### config.mk
export PLATFORM = sky130hd
export DESIGN_NAME = clock_core
export DESIGN_NICKNAME = d
export VERILOG_FILES = /design/src/rtl/clock_core.sv
export SDC_FILE = /design/constraint.sdc
export NUM_CORES = 1
export LEC_CHECK = 0
export CAP_MARGIN = 20
export CELL_PAD_IN_SITES_DETAIL_PLACEMENT = 1
export CELL_PAD_IN_SITES_GLOBAL_PLACEMENT = 1
export CORE_ASPECT_RATIO = 0.6
export CORE_MARGIN = 3
export CORE_UTILIZATION = 40
export CTS_CLUSTER_DIAMETER = 80
export DETAILED_ROUTE_END_ITERATION = 7
export PLACE_DENSITY = 0.83
export REMOVE_ABC_BUFFERS = 1
export SLEW_MARGIN = 15
export SYNTH_ARGS = -nofsm -noshare
export SYNTH_HDL_FRONTEND = slang
export SYNTH_SLANG_ARGS = --single-unit
### constraint.sdc
create_clock -name CP -period 4.9 [get_ports CP]
set_input_delay 1.47 -clock CP [delete_from_list [all_inputs] [get_ports CP]]
set_output_delay 1.47 -clock CP [all_outputs]
set_load 0.05 [all_outputs]
### src/rtl/clock_core.sv
// clock_core: BCD 24-hour time-of-day counter advanced once per DIV synchronised tick_in edges.
// Define HOURLY_CHIME_EN to add the registered hourly chime output.
module clock_core #(
    parameter int unsigned DIV = 1000
) (
    input  logic       CP,
    input  logic       CR,
    input  logic       tick_in,
    input  logic       set_mode,
    input  logic [1:0] set_sel,
    input  logic       set_inc,
    output logic [7:0] hour,
    output logic [7:0] min,
    output logic [7:0] sec,
    output logic       sec_pulse
`ifdef HOURLY_CHIME_EN
    ,
    output logic       chime
`endif
);
    localparam logic [15:0] PCNT_LAST = 16'(DIV - 1);

    logic        tick_p0, tick_p1, tick_p2;
    logic        tick_rise;
    logic [15:0] pcnt, pcnt_nxt;
    logic [7:0]  sec_nxt, min_nxt, hour_nxt;
    logic        pulse_nxt;

    // Two-digit BCD increment that wraps to 00 after 'last'; units 9 carries into tens.
    function automatic logic [7:0] bcd_inc(input logic [7:0] v, input logic [7:0] last);
        if (v == last)
            return 8'h00;
        else if (v[3:0] == 4'd9)
            return {v[7:4] + 4'd1, 4'd0};
        else
            return {v[7:4], v[3:0] + 4'd1};
    endfunction

    // Stage p0/p1: metastability synchroniser; stage p2: previous level for edge detect
    always_ff @(posedge CP) begin
        if (CR) begin
            tick_p0 <= 1'b0;
            tick_p1 <= 1'b0;
            tick_p2 <= 1'b0;
        end else begin
            tick_p0 <= tick_in;
            tick_p1 <= tick_p0;
            tick_p2 <= tick_p1;
        end
    end

    assign tick_rise = tick_p1 & ~tick_p2;

    always_comb begin
        pcnt_nxt  = pcnt;
        sec_nxt   = sec;
        min_nxt   = min;
        hour_nxt  = hour;
        pulse_nxt = 1'b0;
        if (set_mode) begin
            // Setting halts timekeeping and discards any partial second.
            pcnt_nxt = '0;
            if (set_inc) begin
                case (set_sel)
                    2'b00:   sec_nxt  = 8'h00;
                    2'b01:   min_nxt  = bcd_inc(min, 8'h59);
                    2'b10:   hour_nxt = bcd_inc(hour, 8'h23);
                    default: ;
                endcase
            end
        end else if (tick_rise) begin
            if (pcnt == PCNT_LAST) begin
                pcnt_nxt  = '0;
                pulse_nxt = 1'b1;
                sec_nxt   = bcd_inc(sec, 8'h59);
                if (sec == 8'h59) begin
                    min_nxt = bcd_inc(min, 8'h59);
                    if (min == 8'h59)
                        hour_nxt = bcd_inc(hour, 8'h23);
                end
            end else begin
                pcnt_nxt = pcnt + 16'd1;
            end
        end
    end

    // Time registers and strobe update on the cycle the edge reaches the prescaler
    always_ff @(posedge CP) begin
        if (CR) begin
            pcnt      <= '0;
            sec       <= 8'h00;
            min       <= 8'h00;
            hour      <= 8'h00;
            sec_pulse <= 1'b0;
        end else begin
            pcnt      <= pcnt_nxt;
            sec       <= sec_nxt;
            min       <= min_nxt;
            hour      <= hour_nxt;
            sec_pulse <= pulse_nxt;
        end
    end

`ifdef HOURLY_CHIME_EN
    // Chime follows the next-state time so it coincides with the displayed :59:55..:59:59.
    always_ff @(posedge CP) begin
        if (CR)
            chime <= 1'b0;
        else
            chime <= ~set_mode && (min_nxt == 8'h59) && (sec_nxt >= 8'h55);
    end
`endif

endmodule

After elaboration in Yosys (flattened, before gate mapping)
Cells that the tools add are included.
{ "totals": {"reg_bits": 44, "input_bits": 7, "output_inout_bits": 25} }
{ "classes": {"eq_ne": 13, "addsub": 7, "n_reduce_logical": 12, "n_mux": 26, "bitwise": 3} }
{ "op_table": {"columns": ["cell", "count"], "rows": [
  ["2-to-1 mux 8 bit", 24],
  ["adder 4 x 1 -> 4 bit (second input constant)", 6],
  ["adder 16 x 1 -> 16 bit (second input constant)", 1],
  ["== test 16 x 10 -> 1 bit (second input constant)", 1],
  ["== test 8 x 7 -> 1 bit (second input constant)", 2],
  ["2-to-1 mux 16 bit", 1],
  ["== test 4 bit (second input constant)", 3],
  ["AND reduction 5 bit", 2],
  ["== test 8 x 6 -> 1 bit (second input constant)", 1],
  ["inequality test 2 x 1 -> 1 bit (second input constant)", 4],
  ["nonzero test 2 bit", 4],
  ["AND reduction 6 bit", 1],
  ["AND reduction 4 bit", 1],
  ["nonzero test 3 bit", 1],
  ["OR reduction 3 bit", 1],
  ["== test 2 x 1 -> 1 bit (second input constant)", 1],
  ["== test 2 bit (second input constant)", 1],
  ["logical NOT 2 bit", 1],
  ["NOT 1 bit", 2],
  ["OR reduction 2 bit", 1],
  ["AND 1 bit", 1],
  ["2-to-1 mux 1 bit", 1]
]} }

Logic depth before layout (Yosys ltp)
Gate-level depths: netlist of run 1.
{ "logic_depth": {"word_depth": 8, "depth_mapped": 9, "mapped_depth_nobuf": 8} }

Least setup slack after synthesis of run 1
No wires, ideal clock.
{ "synth_path": {"path_type": "input to register", "from": "in set_mode", "to": "reg hour[7]", "arrival_ns": 3.177, "path_buffers": 1, "path_stages": 6, "setup_slack_ns": 1.653, "path_cell_list": "clkbuf_1 > nor4b_1 > nand4_1 > o21a_4 > or4_1 > a21oi_1"} }
{ "synth_via": {"elab_chain_cells": 2, "word_cells_on_any_way": 8, "classes_between": "eq/ne: 2; mux: 1; reduce/logical: 5"} }
{ "synth_lines": {"columns": ["element", "line_no", "source"], "rows": [
  ["start, declared", "9", "input logic set_mode,"],
  ["inequality test 2 x 1 -> 1 bit (no source line) or nonzero test 2 bit (tied branches)", null, null],
  ["AND reduction 6 bit (no source line)", null, null],
  ["end signal, assigned", "99", "hour <= hour_nxt;"],
  ["end, declared", "12", "output logic [7:0] hour,"]
]} }
Parallel ways exist; a longest one is shown, timed or not.
A chain may end at the register's enable or synchronous reset.

Worst setup path after layout of run 1
{ "layout_path": {"from": "in set_mode", "to": "reg hour[6]"} }
The elaborated chain is that of the path after synthesis.

==> summary.md, run 1 <==
Across all hold checks on the routed design, the worst slack comes to 0.457 ns. The actual transition at the worst max-transition pin is 0.738 ns, and the number of slew-limit violations in the final report is 0. For the worst setup path, the data arrival time is 3.91 ns.

The cell area that synthesis handed to floorplanning was 0.00221 mm^2. The async set-or-reset flop fraction in the synthesized netlist is 0, and the count of buffers from port buffering is 31. The worst reg-to-reg path cell count is 6. The number of buffers created by CTS was 5. The tools report the cell count after synthesis as 256.

Before antenna repair, the detailed router went through 4 iterations. The initial antenna violation count is 0. Traced cell by cell, the critical path runs through clkdlybuf4s50_1, nor4b_1, nand4_1, o21a_4, or4_1, a21oi_1. The worst setup path is captured at a register. The total die area is 0.00647 mm^2, and the fraction of layout instances using a drive strength above 1 is 0.0699. The worst setup path is launched from an input port.

The worst register-to-register path begins at sec[3]. TritonCTS built the clock tree. The floorplan step set the die width to 102 um. For the finished layout, the period the worst path requires is 3.70 ns. The biggest area contributor in the post-synthesis netlist is dfxtp_1.

The required arrival time at the worst endpoint was 5.11 ns. The portion of synthesized cell area occupied by the leading cell type was 0.399; the vias after detailed routing was 1986. Among all cell types in the netlist, the one instantiated most often is dfxtp_1.

The logs give 0 for the number of nets with antenna violations after detailed routing and 352 for the non-filler instance count after layout. Among all flip-flop cells after synthesis, the most frequent one is dfxtp_1. Power spread over the standard cell area amounts to 236 mW/mm^2. The clock insertion delay at the later pin of the skew report is 0.29 ns, and the number of enable flip-flop cells after synthesis is 0. The synthesized design contains 44 register bits. In this run the static leakage power is 0.950 nW. The core area is 0.00518 mm^2.

After clock tree synthesis, the setup repair step added 0 buffers. The sequential share of the synthesized area was 0.399. The cell sitting at the root of the clock tree is a clkbuf_8. The relative area change from synthesis to final layout was 20.6%. The run finished with clean final reports.

The run gives 20 as the largest net degree at the start of global routing. DRC violations left: 0. The clock tree buffer depth is 2, and the first-pass GRT wire length is 9340 um.

Half-perimeter wire length after detailed placement: 4010 um. The maximum single-stage delay on the critical path was 0.69 ns. In this run, post-CTS hold repair placed 0 buffers. The final number of hold-violating endpoints was 0; the count of cells resized by post-cts repair was 0.

For the final database, setup skew stands at 0.00257 ns. The worst setup path is of the input port to register kind. The average instance in the mapped netlist occupies 8.62 um^2.

The clock-pin slew on the worst setup and hold paths works out to 0.08 ns. The path with the worst hold slack has its endpoint at tick_p1. The effective utilization at floorplan came out at 0.426. The repair_antennas step left the layout with diodes totalling 0. The logs give 94.7 uV for the worst ir drop on vdd and 303 for the number of nets at the end of the flow.

Type of the tightest min-delay check: register to register. The slowest stage cell on the critical path was nor4b_1. The final clock period utilization by the worst path is 0.754, and the final setup TNS is 0 ns. The Yosys step of the flow raised 0 warnings.

The count of final setup violators is 0. The sink count of the clock tree came out at 44. Based on the critical path, the design can be clocked at up to 0.271 GHz. The overall routing resource usage is 0.181, and the final routed wirelength across all metal layers is 5510 um.

Setup repair after global routing left no endpoint under its margin. Across all register-to-register paths, the minimum setup slack is 2.41 ns. For the distinct cell type count of the synthesized netlist, the log shows 47. The worst relative slew slack was 0.501. Across the run, the number of max-cap violations was 0. After detailed routing, the average wire length per cell comes to 15.7 um. Of all nets on the critical path, the largest fanout is 16.

The worst hold path begins at tick_p0. 32 I/O pins were placed. The height of the chip was 63.5 um; the floorplan row count was 20. After detailed routing, the number of vias per cell comes to 5.64. In the post-synthesis netlist, the biggest area contributors are dfxtp_1 (40%), ha_1 (6.2%), nor2_1 (5.6%). At the end of routability-driven placement, the weighted congestion stood at 0.749. In this run the critical register-to-register path is captured at hour[6]. For the aggregate global routing overflow, the log shows 0. Counting instances in the post-synthesis netlist gives the leading cell types as dfxtp_1 (44), nor2_1 (33), nand2_1 (17), a21oi_1 (13), nand3_1 (13).

For the number of global-route vias before repair, the log shows 1936. Including well taps, the total number of placed cells is 344. For this block, the initial DRC count from the detailed router was 57. The depth of the CTS H-tree came out at 2.

The cell depth of the worst min-delay path is 1.
[stage by stage]
step	utilization	worst slack (ns)	power, mW	area, um^2
final	0.514	1.20	0.629	2660
after global routing	0.514	1.00	0.652	2660
after CTS	0.514	1.20	0.635	2660
after detailed placement	0.496	0.883	0.396	2570
after global placement	0.496	0.992	0.396	2570
after floorplan	-	1.81	0.381	2170
[where the power goes]
group | switching, mW | total (mW) | internal, mW | leakage, nW
clock network | 0.128 | 0.241 | 0.113 | 0.0510
registers | 0.00177 | 0.361 | 0.359 | 0.355
logic | 0.0169 | 0.0275 | 0.0106 | 0.544
[cells by family (layout without fill, tap and decap cells)]
family                   count (synthesis)  after routing  share of synthesized area
AO/OA/AOI/OAI                           36             36                      0.109
XOR/XNOR                                15             15                     0.0595
adder cells (fa/ha/maj)                 11             11                     0.0624
buffers and inverters                   20             50                     0.0346
flip-flops                              44             44                      0.399
multiplexers                             7              7                     0.0334
AND/OR/NAND/NOR                        123            123                      0.302
[critical path: cells and delay by family]
kind	cells	cell delay [ns]
AOI/OAI and AO/OA	2	0.48
and+or+nand+nor	3	1.39
buffers and inverters	1	0.57
[state kept, by name (all words and copies together), names as in the netlist]
name and count:
pcnt 16, hour 8, min 8, sec 8, sec_pulse 1, tick_p0 1, tick_p1 1, tick_p2 1
[worst max path at each step]
stage | endpoint | slack (ns) | cells past startpoint | from
after floorplan | hour[7] | 1.81 | 5 | set_mode
after global placement | hour[7] | 0.99 | 6 | set_mode
after detailed placement | hour[7] | 0.88 | 6 | set_mode
after CTS | hour[6] | 1.20 | 6 | set_mode
after global routing | hour[6] | 1.00 | 6 | set_mode
final | hour[6] | 1.20 | 6 | set_mode
[metal layers]
metal / wire [um] / vias up / track usage
met2: 2330 / 60 / 0.264
met5: 0 / - / 0
li1: - / 956 / -
met4: 86 / 0 / 0.0638
met1: 2850 / 960 / 0.258
met3: 237 / 10 / 0.0442
[cells in the final DEF, fill, tap and decap left out, types with 2 or more instances in the layout]
master,synthesis,routed
mux2_2,3,3
and3_1,6,6
and2b_1,2,2
clkbuf_8,0,6
or4_1,3,3
nand4_1,4,4
o31ai_1,2,2
nor3_1,9,9
clkinv_2,0,2
and4_1,2,2
a31o_2,3,3
ha_1,11,11
inv_1,10,10
and2_1,2,2
nor2b_1,8,8
nand2_1,17,17
mux2i_1,4,4
and4b_1,2,2
or3_1,8,8
xnor2_1,5,5
nor4_1,5,5
o21ai_0,7,7
clkdlybuf4s50_1,0,31
xor2_1,10,10
dfxtp_1,44,44
nor2_1,33,33
nand3_1,13,13
a21oi_1,13,13
and3b_1,2,2
[final cells by class]
cell class,instances,area [um^2]
clock buffers,6,82.6
multi-input cells,192,1250
flip-flops and latches,44,881
fillers,628,2520
inverters,10,37.5
repair buffers,32,318
clock inverters,2,10.0
well taps,66,82.6
(Power assumes the default switching activity.)
==> run 2, diff against run 1 <==
- clock period: 4.9 -> 3.5 ns (I/O delays scaled with it)
==> run 2 against run 1 <==
  * Non-clock buffer count grew 3
  * Power grew 50%
  * First-iteration DRC count grew 60%
  * Setup slack lost 0.55 ns
  * Count of clock-buffer cells in the layout shrank 1
  * Design area grew 1.6%
  * Flip-flop and latch count is the same
  * Via count shrank 1.3%
  * Wire length grew 4.2%
  * Sequential share of layout area shrank 0.51 points
  * Largest power group unchanged
==> summary.md, run 2 (synthesis results as in run 1) <==
The run finished with clean final reports. Half-perimeter wire length after detailed placement: 4190 um (+4.4%). The tools report the data arrival time of the worst path as 3.07 ns (-0.84 ns). For the floorplan row count, the log shows 20 (unchanged). The fraction of power spent switching nets came out at 0.228 (-0.00522). Count of buffers from port buffering: 31 (unchanged). Worst relative slew slack: 0.579 (+0.0777).

Final number of hold-violating endpoints: 0 (unchanged). The core area is 0.00518 mm^2 (unchanged), and the clock tree skew after final layout is 0.00951 ns (+0.00694 ns). For the sink count of the clock tree, the log shows 44 (unchanged). The tools report the total area of multi-input combinational cells as 0.00125 mm^2 (unchanged). The slowest stage of the critical path belongs to the cell or4_1. The type of the tightest min-delay check was register to register. The clock network fraction of design power is 0.423 (+0.040), and the final clock period utilization by the worst path is 0.812. The aggregate global routing overflow was 0 (unchanged); the actual transition at the worst max-transition pin was 0.631 ns (-0.106 ns). Setup repair after global routing left no endpoint under its margin. The height of the chip is 63.5 um (unchanged).

Grouping stages by cell kind, the critical path spends the most delay in simple AND/OR/NAND/NOR gates. TritonCTS built the clock tree. The worst path in the final design needs a cycle of 2.84 ns, including I/O delays and setup. The run gives 0.534 (-0.039) as the fraction of power consumed by sequential logic. The tools report the initial antenna violation count as 0 (unchanged). The tools report the total cell area at the placement stage as 0.00259 mm^2 (+0.88%).

Leaving out fill and tap cells, the most frequent cell in the layout is dfxtp_1. Compared with the post-synthesis result, the final layout area differs by 22.4%. For the post-place setup slack, the log shows 0.365 ns (-0.518 ns). The logs give 0 (unchanged) for the number of slew-limit violations in the final report and 0 (unchanged) for the count of cells resized by post-cts repair. The fraction of layout instances using a drive strength above 1 came out at 0.0796 (+0.00965).

The run gives 1.11 ns (-1.30 ns) as the setup slack of the worst register-to-register path. The logs give 0.00647 mm^2 (unchanged) for the total die area and 23 (+15%) for the largest net degree at the start of global routing. Timing would allow up to 0.352 GHz.

The count of final setup violators came out at 0 (unchanged). The number of buffers inserted for hold repair after clock tree synthesis is 0 (unchanged). The run gives 306 (+0.99%) as the number of nets at the end of the flow. The average vias per placed instance is 5.52 (-2.1%). The overall die width was 102 um (unchanged). The flip-flop count of the largest register after layout is 16 (unchanged). Walking the worst path, the cells encountered are clkdlybuf4s50_1, nor4b_1, buf_4, nand4_1, o21a_4, or4_1, a21oi_1.

The worst reg-to-reg path cell count is 7 (+1). The clock-pin slew on the worst setup and hold paths works out to 0.09 ns (about the same). The number of nets with antenna violations after detailed routing is 0 (unchanged), and the number of inserted diodes is 0 (unchanged). Cell depth of the worst min-delay path: 1 (unchanged).

The internal power was 0.730 mW (+51%). The run gives 0 (unchanged) as the number of setup buffers added after CTS. The final critical-path setup slack is 0.657 ns (-0.548 ns), and the vias after detailed routing is 1961 (-1.3%). Wire length per cell: 16.2 um (+3.4%).

The worst setup path is captured at a register. The final setup TNS is 0 ns (unchanged). The logic gate share of total power is 0.043 (about the same), and the maximum single-stage delay on the critical path is 0.53 ns (-0.16 ns). The number of global-route vias before repair was 1965 (+1.5%). The terminating pin of the worst hold path is tick_p1.

The logs give 182 uV (+92%) for the worst ir drop on vdd and 91 (+60%) for the number of DRC markers after the initial detailed-route iteration. The tools report the first-pass GRT wire length as 9550 um (+2.2%). Clock tree buffer depth: 2 (unchanged).

Register cell area after layout: 881 um^2 (unchanged). The tools report the number of buffers created by CTS as 5 (unchanged). In this run the critical register-to-register path is captured at hour[7]. The cell at the root of the clock tree is clkbuf_8. Leaving out fill and tap cells, the most frequent cells in the layout are dfxtp_1 (44), nor2_1 (33), clkdlybuf4s50_1 (31), nand2_1 (17). The clock insertion delay at the later pin of the skew report is 0.30 ns (about the same).

The tools report the first-pass detailed-route iteration total as 5 (+1). The tools report the overall routing resource usage as 0.186 (+0.00505). The largest register by flop count was pcnt. The depth of the CTS H-tree is 2 (unchanged), and the required arrival time at the worst endpoint is 3.73 ns (-1.38 ns).

The run gives 32 (unchanged) as the boundary pin count. The run gives 5740 um (+4.2%) as the final routed wirelength across all metal layers. The maximum net fanout on the critical path came out at 16 (unchanged).

The reg-to-reg critical path startpoint was pcnt[0]. The total power divided by cell area is 350 mW/mm^2 (+48%). Start point of the worst hold path: tick_p0. The effective utilization at floorplan was 0.426 (unchanged); the count of filler cells inserted in the layout was 634 (+0.96%). The last weighted congestion value of the routability-driven placer came out at 0.823 (+9.9%). Category of the worst setup path launch point: an input port. The count of buffer and inverter cells on the critical path was 2 (+1); the DRC violations left was 0 (unchanged).

The run gives 0 (unchanged) as the number of max-cap violations. Type of the worst setup path: input port to register. The net switching power is 0.216 mW (+47%), and the final cell area excluding filler cells is 0.00270 mm^2 (+1.6%). The static leakage was 0.968 nW (+1.9%).
run 2: cell count changes in the layout (fill, tap and decap cells not counted), sizes merged:
cell | previous run | this run
bufinv | 0 | 1
clkinv | 2 | 1
clkbuf | 6 | 5
buf | 1 | 4
clkinvlp | 0 | 1
run 2: routing by layer:
metal	vias up	wire length [um]	global-route usage
li1	968	-	-
met1	944	3020	0.268
met2	40	2480	0.276
met3	9	179	0.0398
met4	0	70	0.0573
met5	-	0	0
run 2: power groups by stage:
stage,combinational [mW],clock [mW],sequential (mW)
6_report,0.0410,0.400,0.505
4_1_cts,0.0407,0.403,0.505
5_1_grt,0.0442,0.427,0.506
3_3_place_gp,0.0392,0,0.517
3_5_place_dp,0.0399,0,0.517
2_1_floorplan,0.0137,0,0.520
run 2: stage by stage:
| stage | utilization | total power [mW] | std cells | hold slack, ns |
|---|---|---|---|---|
| 2_1_floorplan | - | 0.533 | 246 | 0.414 |
| 3_3_place_gp | 0.500 | 0.556 | 347 | 0.419 |
| 3_5_place_dp | 0.500 | 0.557 | 347 | 0.436 |
| 4_1_cts | 0.522 | 0.950 | 355 | 0.456 |
| 5_1_grt | 0.522 | 0.978 | 355 | 0.479 |
| 6_report | 0.522 | 0.946 | 355 | 0.448 |
run 2: area by class of cell:
cell class,instances,share of cell area
timing repair buffer,35,0.126
clock buffer,5,0.0255
inverter,10,0.0139
sequential,44,0.326
multi-input combinational,192,0.463
tap,66,0.0306
clock inverter,3,0.0157
run 2: worst max path at each step:
stage                   from       to  slack [ns]  cells past startpoint
floorplan           set_mode  hour[7]        0.83                      5
global placement    set_mode  hour[7]        0.48                      7
detailed placement  set_mode  hour[7]        0.37                      7
CTS                 set_mode  hour[7]        0.67                      7
global route        set_mode  hour[7]        0.58                      7
finish              set_mode  hour[7]        0.66                      7
